[src/rtl/rf_seq_pkg.sv]
// Shared types and default sizes for the register-file operation sequencer.
package rf_seq_pkg;
  localparam int RF_WIDTH  = 4;
  localparam int RF_ADDR_W = 2;

  typedef enum logic [1:0] {OP_ADD, OP_SUB, OP_AND, OP_LDI} op_t;
  typedef enum logic [2:0] {IDLE, READ_A, READ_B, WRITE, LOAD} state_t;
endpackage

[src/rtl/rf_seq_alu.sv]
// Combinational ALU: WIDTH-bit ADD/SUB/AND evaluated in WIDTH+1 bits for carry/borrow.
module rf_seq_alu
  import rf_seq_pkg::*;
#(
  parameter int WIDTH = RF_WIDTH
) (
  input  logic [WIDTH-1:0] i_opa,
  input  logic [WIDTH-1:0] i_opb,
  input  op_t              i_op,
  output logic [WIDTH-1:0] o_result,
  output logic             o_carry
);
  logic [WIDTH:0] w_sum;

  always_comb begin
    w_sum    = '0;
    o_result = '0;
    o_carry  = 1'b0;
    case (i_op)
      OP_ADD: begin
        w_sum    = {1'b0, i_opa} + {1'b0, i_opb};
        o_result = w_sum[WIDTH-1:0];
        o_carry  = w_sum[WIDTH];
      end
      // Top bit of the widened difference is the unsigned borrow.
      OP_SUB: begin
        w_sum    = {1'b0, i_opa} - {1'b0, i_opb};
        o_result = w_sum[WIDTH-1:0];
        o_carry  = w_sum[WIDTH];
      end
      OP_AND:  o_result = i_opa & i_opb;
      default: ;
    endcase
  end
endmodule

[src/rtl/rf_op_sequencer.sv]
// Sequences one operation at a time through a single-read-port register file:
// read A, read B, write result (or a single write for load-immediate).
module rf_op_sequencer
  import rf_seq_pkg::*;
#(
  parameter int WIDTH  = RF_WIDTH,
  parameter int ADDR_W = RF_ADDR_W
) (
  input  logic              clk,
  input  logic              rst_n,
  input  logic              op_valid,
  output logic              op_ready,
  input  logic [1:0]        op_code,
  input  logic [ADDR_W-1:0] op_dst,
  input  logic [ADDR_W-1:0] op_src_a,
  input  logic [ADDR_W-1:0] op_src_b,
  input  logic [WIDTH-1:0]  op_imm,
  output logic [ADDR_W-1:0] rf_raddr,
  input  logic [WIDTH-1:0]  rf_rdata,
  output logic [ADDR_W-1:0] rf_waddr,
  output logic [WIDTH-1:0]  rf_wdata,
  output logic              rf_we,
  output logic              res_valid,
  output logic              res_carry
);
  state_t            r_state, w_next;
  op_t               r_op;
  logic [ADDR_W-1:0] r_dst, r_src_a, r_src_b;
  logic [WIDTH-1:0]  r_imm, r_opa, r_opb;
  logic [WIDTH-1:0]  w_result;
  logic              w_carry;
  logic              w_accept;

  assign w_accept = (r_state == IDLE) && op_valid;

  rf_seq_alu #(.WIDTH(WIDTH)) u_alu (
    .i_opa    (r_opa),
    .i_opb    (r_opb),
    .i_op     (r_op),
    .o_result (w_result),
    .o_carry  (w_carry)
  );

  always_ff @(posedge clk or negedge rst_n) begin
    if (!rst_n) r_state <= IDLE;
    else        r_state <= w_next;
  end

  // Operation fields are only sampled on accept; operands as their read states pass.
  always_ff @(posedge clk or negedge rst_n) begin
    if (!rst_n) begin
      r_op    <= OP_ADD;
      r_dst   <= '0;
      r_src_a <= '0;
      r_src_b <= '0;
      r_imm   <= '0;
      r_opa   <= '0;
      r_opb   <= '0;
    end else begin
      if (w_accept) begin
        r_op    <= op_t'(op_code);
        r_dst   <= op_dst;
        r_src_a <= op_src_a;
        r_src_b <= op_src_b;
        r_imm   <= op_imm;
      end
      if (r_state == READ_A) r_opa <= rf_rdata;
      if (r_state == READ_B) r_opb <= rf_rdata;
    end
  end

  always_comb begin
    w_next = r_state;
    case (r_state)
      IDLE:    if (op_valid) w_next = (op_t'(op_code) == OP_LDI) ? LOAD : READ_A;
      READ_A:  w_next = READ_B;
      READ_B:  w_next = WRITE;
      WRITE:   w_next = IDLE;
      LOAD:    w_next = IDLE;
      default: w_next = IDLE;
    endcase
  end

  always_comb begin
    op_ready  = 1'b0;
    rf_raddr  = '0;
    rf_waddr  = '0;
    rf_wdata  = '0;
    rf_we     = 1'b0;
    res_valid = 1'b0;
    res_carry = 1'b0;
    case (r_state)
      IDLE:   op_ready = 1'b1;
      READ_A: rf_raddr = r_src_a;
      READ_B: rf_raddr = r_src_b;
      WRITE: begin
        rf_we     = 1'b1;
        rf_waddr  = r_dst;
        rf_wdata  = w_result;
        res_valid = 1'b1;
        res_carry = w_carry;
      end
      LOAD: begin
        rf_we     = 1'b1;
        rf_waddr  = r_dst;
        rf_wdata  = r_imm;
        res_valid = 1'b1;
      end
      default: ;
    endcase
  end
endmodule

[config.mk]
export PLATFORM = sky130hd
export DESIGN_NAME = rf_op_sequencer
export DESIGN_NICKNAME = d
export VERILOG_FILES = /design/src/rtl/rf_seq_pkg.sv /design/src/rtl/rf_seq_alu.sv /design/src/rtl/rf_op_sequencer.sv
export SDC_FILE = /design/constraint.sdc
export NUM_CORES = 1
export LEC_CHECK = 0
export ABC_AREA = 0
export BUFFER_PORTS_ARGS = -buffer_cell sky130_fd_sc_hd__clkbuf_2
export CORE_MARGIN = 2
export CORE_UTILIZATION = 48
export CTS_CLUSTER_SIZE = 20
export DETAILED_ROUTE_END_ITERATION = 6
export GPL_TIMING_DRIVEN = 0
export HOLD_SLACK_MARGIN = 0.06
export PLACE_DENSITY = 0.78
export SYNTH_ARGS = -nofsm -noshare
export SYNTH_HDL_FRONTEND = slang
export SYNTH_HIERARCHICAL = 1
export SYNTH_SLANG_ARGS = --single-unit
[constraint.sdc]
create_clock -name clk -period 1.7 [get_ports clk]
set_input_delay 0.17 -clock clk [delete_from_list [all_inputs] [get_ports clk]]
set_output_delay 0.17 -clock clk [all_outputs]
set_load 0.005 [all_outputs]
==> key figures <==
STA
  – Final hold violation count: 0
  – Final setup vio count: 5
  – RSZ-0062 raised after global routing: yes
  – Rel. slew slack: 62.1%
  – Slew @ Worst Pin: 0.568 ns
  – Tcrit/Tclk final: 132%
  – Setup ws final: -0.536 ns
  – Final min period: 2.24 ns
  – Fin Clk Skew: 0.00136 ns
  – FMAX: 447 MHz
  – Final Max Tran Viols: 0

Clocking
  – Clock transition at path regs: 0.12 ns
  – Clock root cell: clkbuf_4
  – Max Root-Sink Buffers: 2
  – Clk_lat worst skew: 0.30 ns
  – H-tree depth: 1
  – TritonCTS clock tree: built
  – CTS Buf Count: 3
  – CTS sink cnt: 23

Floorplanning
  – Std cell rows: 19
  – Die height: 58.7 µm
  – Initial Util: 51.2%
  – Die area: 3440 µm²
  – Die width: 58.7 µm
  – Core Region: 2810 µm²
  – IO Count: 31

Critical path
  – Crit start category: flip-flop
  – Path depth of the worst reg2reg path: 5
  – WP data required: 1.53 ns
  – CP Class: flip-flop to output pin
  – WP data arrival: 2.07 ns
  – Critical path fanouts, max: 3
  – Setup crit end kind: output pin

Final layout
  – Layout cell share with drive strength beyond 1: 59.1%
  – Area delta synth->final: 31.3%
  – Filler instances: 219
  – Register Area: 579 µm²
  – ANT cells: 0
  – Post-Layout Cell Count: 207
  – Footprint of the multi-input gates: 836 µm²
  – Final design utilization: 67.2%
  – Final #Nets: 206

Drt
  – DRC errors left: 0
  – Via count: 1107
  – Routed WL: 3010 µm
  – Post-DRT Antenna Nets: 0
  – Vias per cell: 5.35
  – Drt pass-1 iters: 4
  – Drt wl/cell: 14.5 µm
  – Drt first-iter violations: 30

Synthesis
  – Syn Nets: 150
  – Synth Warn #: 6
  – Syn_area_per_cell: 11.9 µm²
  – Post-Syn Area: 1440 µm²
  – Register area share after synthesis: 40.1%
  – Post-synthesis async set-or-reset flop share: 100%
  – Post-synthesis register bit count: 23
  – Number of synthesized flops with an enable pin: 0
  – Count of cell types in the netlist: 36
  – Cells after synthesis: 121
  – Ys flop type: dfrtp_1

Status
  – Outcome: finished with violations
  – Failing checks: setup timing

Power
  – Pleak: 0.880 nW
  – Total power: 3.79 mW
  – Maximum vdd drop: 0.00104 V
  – Power Dens Cells: 2010 nW/µm²

GRT
  – Total track usage: 17.7%
  – Global-route wire length before repair: 4590 µm
  – Via count of the first global-routing pass: 1060
  – Largest net degree at the start of global routing: 24
  – Initial antenna violation count: 0
  – Gr ovfl total: 0

Hold path
  – WHS Path Cells: 2
  – HP Class: input port to flip-flop

Flow run
  – Max Cap Viol: 0

Place
  – DP Wirelength: 2180 µm
  – Pre-CTS WS: -0.255 ns
  – IO buf count: 30
  – Routability cong.: 0.800
  – Dpl cells: 182
## metal layers
layer / part of all wire (%) / global-route usage (%) / wire length (µm)
met1: 42 / 20.5 / 1260
met3: 3.9 / 3.30 / 117
met5: 0 / 0 / 0
met2: 52 / 32.4 / 1570
met4: 2.0 / 6.49 / 59
## layout make-up
class / instances / area share (%)
plain buffers: 5 / 2.79
clock buffers: 4 / 1.39
inverters: 9 / 1.79
multi-input cells: 83 / 44.4
flip-flops and latches: 23 / 30.7
well taps: 31 / 2.06
repair buffers: 52 / 16.9
## worst max-delay path, stage by stage (launching register included)
cell,delay (ns)
dfrtp_1,0.40
ha_2,0.23
inv_2,0.04
fa_2,0.51
inv_1,0.04
mux2i_1,0.11
o22ai_1,0.10
a22o_1,0.23
clkbuf_2,0.11
## flip-flops by register name, indices dropped and copies added, names as in the netlist
signal / count
r_dst: 2
r_imm: 4
r_op: 2
r_opa: 4
r_opb: 4
r_src_a: 2
r_src_b: 2
r_state: 3
## power by group
group / total [mW] / switching [mW] / internal [mW]
clock network: 0.245 / 0.154 / 0.0914
registers: 1.08 / 0.256 / 0.828
logic: 2.46 / 1.05 / 1.41
total: 3.79 / 1.46 / 2.33
## cells in the final DEF (no fill, tap or decap), types with 2 or more instances in the layout
cell type / netlist / layout
nand3b_1: 5 / 5
nor2b_1: 2 / 2
nor3_2: 1 / 2
ha_4: 0 / 2
o21a_1: 3 / 3
ha_1: 8 / 3
nor2_1: 5 / 5
a22o_1: 4 / 4
ha_2: 0 / 3
clkbuf_4: 0 / 3
dfrtp_1: 23 / 20
clkbuf_2: 0 / 28
a21oi_1: 5 / 4
mux2i_1: 2 / 2
buf_2: 1 / 2
dfrtp_2: 0 / 3
fa_2: 0 / 2
inv_2: 0 / 4
inv_1: 9 / 5
buf_4: 2 / 22
buf_6: 3 / 4
o21ai_1: 0 / 2
mux2_2: 20 / 20
xnor2_1: 2 / 2
nor3b_4: 2 / 3
## synthesized netlist by cell type, types with 2 or more instances
cell type  number  area [µm²]
o21ai_0         3        15.0
nand2_1         2        7.51
nand3b_1        5        37.5
ha_1            8         100
buf_6           3        33.8
dfrtp_1        23         576
fa_1            2        40.0
inv_1           9        33.8
nor3b_1         2        15.0
mux2i_1         2        20.0
xnor2_1         2        17.5
a21oi_1         5        25.0
buf_4           2        15.0
nor2_1          5        18.8
o21a_1          3        22.5
mux2_2         20         225
nor2b_1         2        12.5
nor3b_4         2        37.5
a22o_1          4        35.0
## logic make-up after synthesis
family	Yosys count	synth area share, %
and+or+nand+nor	28	15.5
DFF	23	40.1
muxes	22	17.1
AOI/OAI and AO/OA	20	9.59
buffers and inverters	15	6.10
adders and majority gates	10	9.76
xor gates and xnor gates	3	1.83
## stage by stage
stage	setup TNS (ns)	area, µm²	hold slack (ns)
6_report	-2.09	1880	0.0908
3_5_place_dp	-0.851	1650	0.190
2_1_floorplan	-0.0175	1470	-0.126
5_1_grt	-2.81	1880	0.0817
3_3_place_gp	-0.715	1650	0.175
4_1_cts	-2.19	1720	0.0830
## timing repair
action | CTS | global route
endpoints found under the setup margin | 9 | 9
hold endpoints to repair | 23 | 0
hold buffers | 1 | 0
pin swaps | 3 | 10
resized for setup | 7 | 15
buffers inserted | 2 | 19
## path summary, 6_finish.rpt
kind	start	end	slack [ns]
worst max-delay path	r_opb[0]	rf_wdata[1]	-0.54
worst min-delay path	op_imm[3]	r_imm[3]	0.09
worst max register to register	r_state[1]	r_opa[1]	0.10
worst min register to register	r_dst[0]	r_dst[0]	0.52
max in group asynchronous	rst_n	r_op[1]	0.92
min in group asynchronous	rst_n	r_state[2]	0.38
(Power assumes the default switching activity.)
